File: src/rtl/ncsp_ddsm_pkg.sv
// Shared types and constants for the NCSP MASH delta-sigma configuration sequencer.
// The LFSR helpers are consumed only when NCSP_SEED_LFSR_EN is defined.
package ncsp_ddsm_pkg;

  typedef enum logic [1:0] {
    ST_IDLE = 2'd0,
    ST_RST  = 2'd1,
    ST_REL  = 2'd2,
    ST_RUN  = 2'd3
  } state_e;

  localparam int SEED_W     = 12;
  localparam int SUM_SEL_W  = 8;
  localparam int COUT_SEL_W = 9;

  // x^12 + x^6 + x^4 + x + 1, taken from state bits 11, 5, 3 and 0.
  localparam int                LFSR_W     = 12;
  localparam logic [LFSR_W-1:0] LFSR_TAPS  = 12'h829;
  localparam logic [LFSR_W-1:0] LFSR_RESET = 12'hACE;

  function automatic logic [LFSR_W-1:0] lfsr_next(input logic [LFSR_W-1:0] s);
    return {s[LFSR_W-2:0], ^(s & LFSR_TAPS)};
  endfunction

endpackage

File: src/rtl/ncsp_ddsm_ctrl_lfsr.sv
// Fibonacci seed generator for the modulator; steps once per i_advance pulse.
// Only instantiated when NCSP_SEED_LFSR_EN is defined.
module ncsp_seed_lfsr
  import ncsp_ddsm_pkg::*;
(
  input  logic              i_clk,
  input  logic              i_rst,
  input  logic              i_advance,
  output logic [LFSR_W-1:0] o_value
);

  always_ff @(posedge i_clk or posedge i_rst) begin
    if (i_rst) begin
      o_value <= LFSR_RESET;
    end else if (i_advance) begin
      o_value <= lfsr_next(o_value);
    end
  end

endmodule

File: src/rtl/ncsp_ddsm_ctrl.sv
// Configuration and staggered-reset sequencer for the NCSP MASH modulator.
// Build option NCSP_SEED_LFSR_EN: seed comes from an internal LFSR instead of i_cfg_seed.
module ncsp_ddsm_ctrl
  import ncsp_ddsm_pkg::*;
#(
  parameter int P_RST_CYCLES = 4,
  parameter int P_DATA_WIDTH = 8
) (
  input  logic                      i_clk,
  input  logic                      i_rst,
  input  logic                      i_enable,
  input  logic                      i_cfg_valid,
  output logic                      o_cfg_ready,
  input  logic                      i_cfg_mode,
  input  logic [3*P_DATA_WIDTH-1:0] i_cfg_level,
  input  logic [SEED_W-1:0]         i_cfg_seed,
  input  logic [SUM_SEL_W-1:0]      i_cfg_sum_sel,
  input  logic [COUT_SEL_W-1:0]     i_cfg_cout_sel,
  output logic                      o_rst_n,
  output logic                      o_rst_n_1d,
  output logic [P_DATA_WIDTH-1:0]   o_level1_data,
  output logic [P_DATA_WIDTH-1:0]   o_level2_data,
  output logic [P_DATA_WIDTH-1:0]   o_level3_data,
  output logic [SEED_W-1:0]         o_seed,
  output logic [SUM_SEL_W-1:0]      o_sum_sel,
  output logic [COUT_SEL_W-1:0]     o_cout_sel,
  output logic                      o_running,
  output state_e                    o_dbg_state
);

  localparam int              CNT_W    = (P_RST_CYCLES > 1) ? $clog2(P_RST_CYCLES) : 1;
  localparam logic [CNT_W-1:0] CNT_LAST = CNT_W'(P_RST_CYCLES - 1);

  // Handshake: a config transfers on any clock edge where i_cfg_valid and
  // o_cfg_ready are both high; ready is low only while a restart is in flight.
  logic       w_accept;
  logic       w_full_acc;
  state_e     r_state;
  state_e     w_state_nxt;
  logic [CNT_W-1:0] r_cnt;
  logic [CNT_W-1:0] w_cnt_nxt;
  logic       r_loaded;

  assign w_accept    = i_cfg_valid & o_cfg_ready;
  assign w_full_acc  = w_accept & ~i_cfg_mode;
  assign o_dbg_state = r_state;

  // Disable wins over every other transition; hops never move the state.
  always_comb begin
    w_state_nxt = r_state;
    w_cnt_nxt   = r_cnt;
    if (!i_enable) begin
      w_state_nxt = ST_IDLE;
      w_cnt_nxt   = '0;
    end else begin
      case (r_state)
        ST_IDLE: begin
          if (r_loaded || w_full_acc) begin
            w_state_nxt = ST_RST;
            w_cnt_nxt   = '0;
          end
        end
        ST_RST: begin
          if (r_cnt == CNT_LAST) begin
            w_state_nxt = ST_REL;
            w_cnt_nxt   = '0;
          end else begin
            w_cnt_nxt = r_cnt + 1'b1;
          end
        end
        ST_REL: begin
          w_state_nxt = ST_RUN;
        end
        ST_RUN: begin
          if (w_full_acc) begin
            w_state_nxt = ST_RST;
            w_cnt_nxt   = '0;
          end
        end
        default: begin
          w_state_nxt = ST_IDLE;
          w_cnt_nxt   = '0;
        end
      endcase
    end
  end

  // Outputs are registered from the next state so they line up with r_state.
  always_ff @(posedge i_clk or posedge i_rst) begin
    if (i_rst) begin
      r_state     <= ST_IDLE;
      r_cnt       <= '0;
      o_rst_n     <= 1'b0;
      o_rst_n_1d  <= 1'b0;
      o_running   <= 1'b0;
      o_cfg_ready <= 1'b1;
    end else begin
      r_state     <= w_state_nxt;
      r_cnt       <= w_cnt_nxt;
      o_rst_n     <= (w_state_nxt == ST_REL) || (w_state_nxt == ST_RUN);
      o_rst_n_1d  <= (w_state_nxt == ST_RUN);
      o_running   <= (w_state_nxt == ST_RUN);
      o_cfg_ready <= (w_state_nxt == ST_IDLE) || (w_state_nxt == ST_RUN);
    end
  end

  always_ff @(posedge i_clk or posedge i_rst) begin
    if (i_rst) begin
      r_loaded      <= 1'b0;
      o_level1_data <= '0;
      o_level2_data <= '0;
      o_level3_data <= '0;
      o_sum_sel     <= '0;
      o_cout_sel    <= '0;
    end else begin
      if (w_accept) begin
        o_level1_data <= i_cfg_level[3*P_DATA_WIDTH-1:2*P_DATA_WIDTH];
        o_level2_data <= i_cfg_level[2*P_DATA_WIDTH-1:P_DATA_WIDTH];
        o_level3_data <= i_cfg_level[P_DATA_WIDTH-1:0];
      end
      if (w_full_acc) begin
        r_loaded   <= 1'b1;
        o_sum_sel  <= i_cfg_sum_sel;
        o_cout_sel <= i_cfg_cout_sel;
      end
    end
  end

`ifdef NCSP_SEED_LFSR_EN
  ncsp_seed_lfsr u_seed_lfsr (
    .i_clk     (i_clk),
    .i_rst     (i_rst),
    .i_advance (w_full_acc),
    .o_value   (o_seed)
  );
`else
  always_ff @(posedge i_clk or posedge i_rst) begin
    if (i_rst) begin
      o_seed <= '0;
    end else if (w_full_acc) begin
      o_seed <= i_cfg_seed;
    end
  end
`endif

endmodule

File: config.mk
export PLATFORM = sky130hd
export DESIGN_NAME = ncsp_ddsm_ctrl
export DESIGN_NICKNAME = d
export VERILOG_FILES = /design/src/rtl/ncsp_ddsm_pkg.sv /design/src/rtl/ncsp_ddsm_ctrl_lfsr.sv /design/src/rtl/ncsp_ddsm_ctrl.sv
export SDC_FILE = /design/constraint.sdc
export NUM_CORES = 1
export LEC_CHECK = 0
export ABC_AREA = 1
export BUFFER_PORTS_ARGS = -buffer_cell sky130_fd_sc_hd__buf_2
export CAP_MARGIN = 20
export CELL_PAD_IN_SITES_DETAIL_PLACEMENT = 0
export CELL_PAD_IN_SITES_GLOBAL_PLACEMENT = 2
export CORE_MARGIN = 4
export CORE_UTILIZATION = 24
export DETAILED_ROUTE_END_ITERATION = 6
export PLACE_DENSITY = 0.86
export SYNTH_ARGS = -nofsm -noshare
export SYNTH_HDL_FRONTEND = slang
export SYNTH_HIERARCHICAL = 1
export SYNTH_SLANG_ARGS = --single-unit
File: constraint.sdc
create_clock -name i_clk -period 1.6 [get_ports i_clk]
set_input_delay 0.16 -clock i_clk [delete_from_list [all_inputs] [get_ports i_clk]]
set_output_delay 0.16 -clock i_clk [all_outputs]
set_load 0.02 [all_outputs]
==> results.yml <==
critical_path:
  required_ns: 1.87
  cp-start-kind: "register"
  arrival_ns: 1.61
  reg2reg_from: "o_cfg_ready"
  cpMaxStageDelayCell: "dfstp_2"
  r2r_slack_ns: 0.25
  cpPeakStageDelay_ns: 0.57
  r2r_cells: 4
  crit_chain: "nand3_2 -> inv_2 -> nand2_1 -> nand2_1"
  cp_max_fo: 29
  crit_type: "reg -> reg"
  r2r_end: "o_seed[11]"
  endpoint_kind: "register"
  cpMostUsedCell: "nand2_1"
sta:
  rsz0062_at_grt: "false"
  whs_ns: 0.02209
  hold_viol: 0
  period_needed_ns: 1.346
  fmax_mhz: 742.8
  tightest_slew_ns: 0.5073
  maxSlewHeadroom: 0.6613
  post-route-period-util: 0.8414
  final_max_slew_viol_count: 0
  tns_ns: 0
  finalSetupViolations: 0
  clock-skew-final_ns: 0.004928
clock_tree:
  cts_resized: 0
  ctsLongestPathBuffers: 2
  clk_latency_ns: 0.33
  cts_made_buffers: 9
  clock_sinks: 61
  path_clk_slew_ns: 0.07
  post-cts-setup-buffers: 0
  cts_tree: "built"
  cts_htree_levels: 3
  cts_root_buffer: "clkbuf_8"
logic_synthesis:
  yosysTopAreaCell: "dfrtp_1"
  synthArstFlopShare: 1.000
  syn_inst: 217
  post_synth_instance_area_sq_um: 2425
  ys_types: 17
  ys_seq_elements: 61
  synth_top_area_frac: 0.6192
  syn-num-nets: 276
  synthTopCellsByCount: "nand2_1, dfrtp_1, mux2_4, inv_1, nand3_1"
  synth-seq-area-share: 0.6300
  synth_warnings: 6
  synth_flop_cell: "dfrtp_1"
  avgSynthCellArea_sq_um: 11.17
  yosysMostFrequentCell: "nand2_1"
  ys_top_cells_by_area: "dfrtp_1, nand2_1, mux2_4"
  synth_edf_count: 0
floorplan:
  io_pins: 117
  die_x_um: 108.5
  die-area_sq_um: 11780
  fp-row-count: 36
  die_h_um: 108.5
  coreArea_sq_um: 9819
  initial_utilization: 0.2469
routing:
  detail-route-antenna-nets: 0
  drc: 0
  drtPass1Iterations: 4
  wl_per_cell_um: 12.04
  num_vias: 1931
  wl_um: 5901
  drtIter0Drc: 50
  viasPerCell: 3.941
status:
  status: "completed"
finish:
  syn_to_final_growth_pct: 43.45
  antenna-diode-count: 0
  drive_gt1_frac: 0.4594
  final_area_sq_um: 3478
  nets: 411
global_route:
  antenna_found_initial: 0
  grt_pass1_vias: 1936
  grt.total_usage: 0.1038
  grt_max_degree: 62
  grt_first_pass_wirelength_um: 9446
  overflow: 0
power:
  p_leak_nw: 1.963
  powerDensity_nw_per_um2: 1208
  ir_worst_vdd_mv: 0.4758
placement:
  placed_area_sq_um: 3157
  dp_hpwl_um: 4044
  port-buffer-count: 116
  routabilityCongestion: 0.7083
worst_hold_path:
  holdPathEnd: "o_cout_sel[1]"
  min_from: "i_cfg_cout_sel[1]"
  hold_path_depth: 3
  hp-class: "in -> reg"
run:
  drv_cap: 0
repair_timing:
action	4_1_cts	5_1_grt
endpoints found under the setup margin	0	0
endpoints found under the hold margin	72	0
hold buffers	13	0
logic make-up (layout without fill, tap and decap cells):
| logic type | count (synthesis) | count (layout) | share of synthesized area |
|---|---|---|---|
| simple gates | 111 | 111 | 0.1801 |
| buf+inv | 20 | 160 | 0.04231 |
| fa+ha+maj | 1 | 1 | 0.005159 |
| flops | 61 | 61 | 0.6300 |
| mux | 24 | 24 | 0.1424 |
final cells by class:
| cell class | instances | area [sq um] |
|---|---|---|
| multi-input cells | 136 | 794.5 |
| repair buffers | 133 | 753.2 |
| fillers | 1019 | 6341 |
| inverters | 11 | 45.04 |
| flip-flops and latches | 61 | 1528 |
| well taps | 133 | 166.4 |
| clock inverters | 6 | 63.81 |
| clock buffers | 10 | 127.6 |
power by group:
| part | switching [mW] | total [mW] | internal [mW] | leakage (nW) |
|---|---|---|---|---|
| registers | 0.119 | 1.89 | 1.77 | 0.743 |
| clock network | 0.621 | 1.34 | 0.716 | 0.0923 |
| logic | 0.562 | 0.977 | 0.415 | 1.13 |
per-layer routing:
layer,up-vias,share of wire,track usage
met4,0,0.015,0.04148
met1,884,0.45,0.1290
li1,949,-,-
met5,-,0,0
met3,9,0.11,0.04776
met2,89,0.43,0.1562
layout by cell type, fill, tap and decap left out, drive strengths merged:
master         n
ha             1
inv           10
mux2          24
buf          120
nand2        100
bufinv         1
clkinvlp       3
nor2           3
dfrtp         60
clkbuf        10
clkinv         3
dfstp          1
nand3          6
nand4          2
dlygate4sd3   13
sequential cells by signal, summed over array words and instances (netlist names):
register,flops
o_level2_data,8
o_running,1
o_cout_sel,9
r_loaded,1
o_sum_sel,8
o_rst_n,1
o_dbg_state,2
o_level3_data,8
r_cnt,2
o_level1_data,8
o_cfg_ready,1
o_seed,12
worst max-delay path: cells and delay by family (launching register included):
| family | cells | cell delay (ns) |
|---|---|---|
| flip-flops | 1 | 0.57 |
| buffers and inverters | 1 | 0.40 |
| AND/OR/NAND/NOR | 3 | 0.31 |
worst max path at each step:
stage	startpoint	to	slack, ns	cells past startpoint
6_report	o_cfg_ready	o_seed[11]	0.25	4
2_1_floorplan	o_cfg_ready	o_level1_data[0]	0.29	3
4_1_cts	o_cfg_ready	o_seed[11]	0.20	4
3_3_place_gp	o_cfg_ready	o_sum_sel[0]	0.27	4
5_1_grt	o_cfg_ready	o_cout_sel[3]	0.06	4
3_5_place_dp	o_cfg_ready	o_cout_sel[7]	0.23	4
per-stage QoR:
stage / total power, mW / cells / util / worst slack (ns)
after floorplan: 2.503 / 217 / - / 0.2914
after global placement: 2.865 / 461 / 0.3215 / 0.2652
after detailed placement: 2.880 / 461 / 0.3215 / 0.2326
after CTS: 4.298 / 490 / 0.3542 / 0.2030
after global routing: 4.464 / 490 / 0.3542 / 0.06466
final: 4.201 / 490 / 0.3542 / 0.2538
Power figures use the tool's default switching activity.
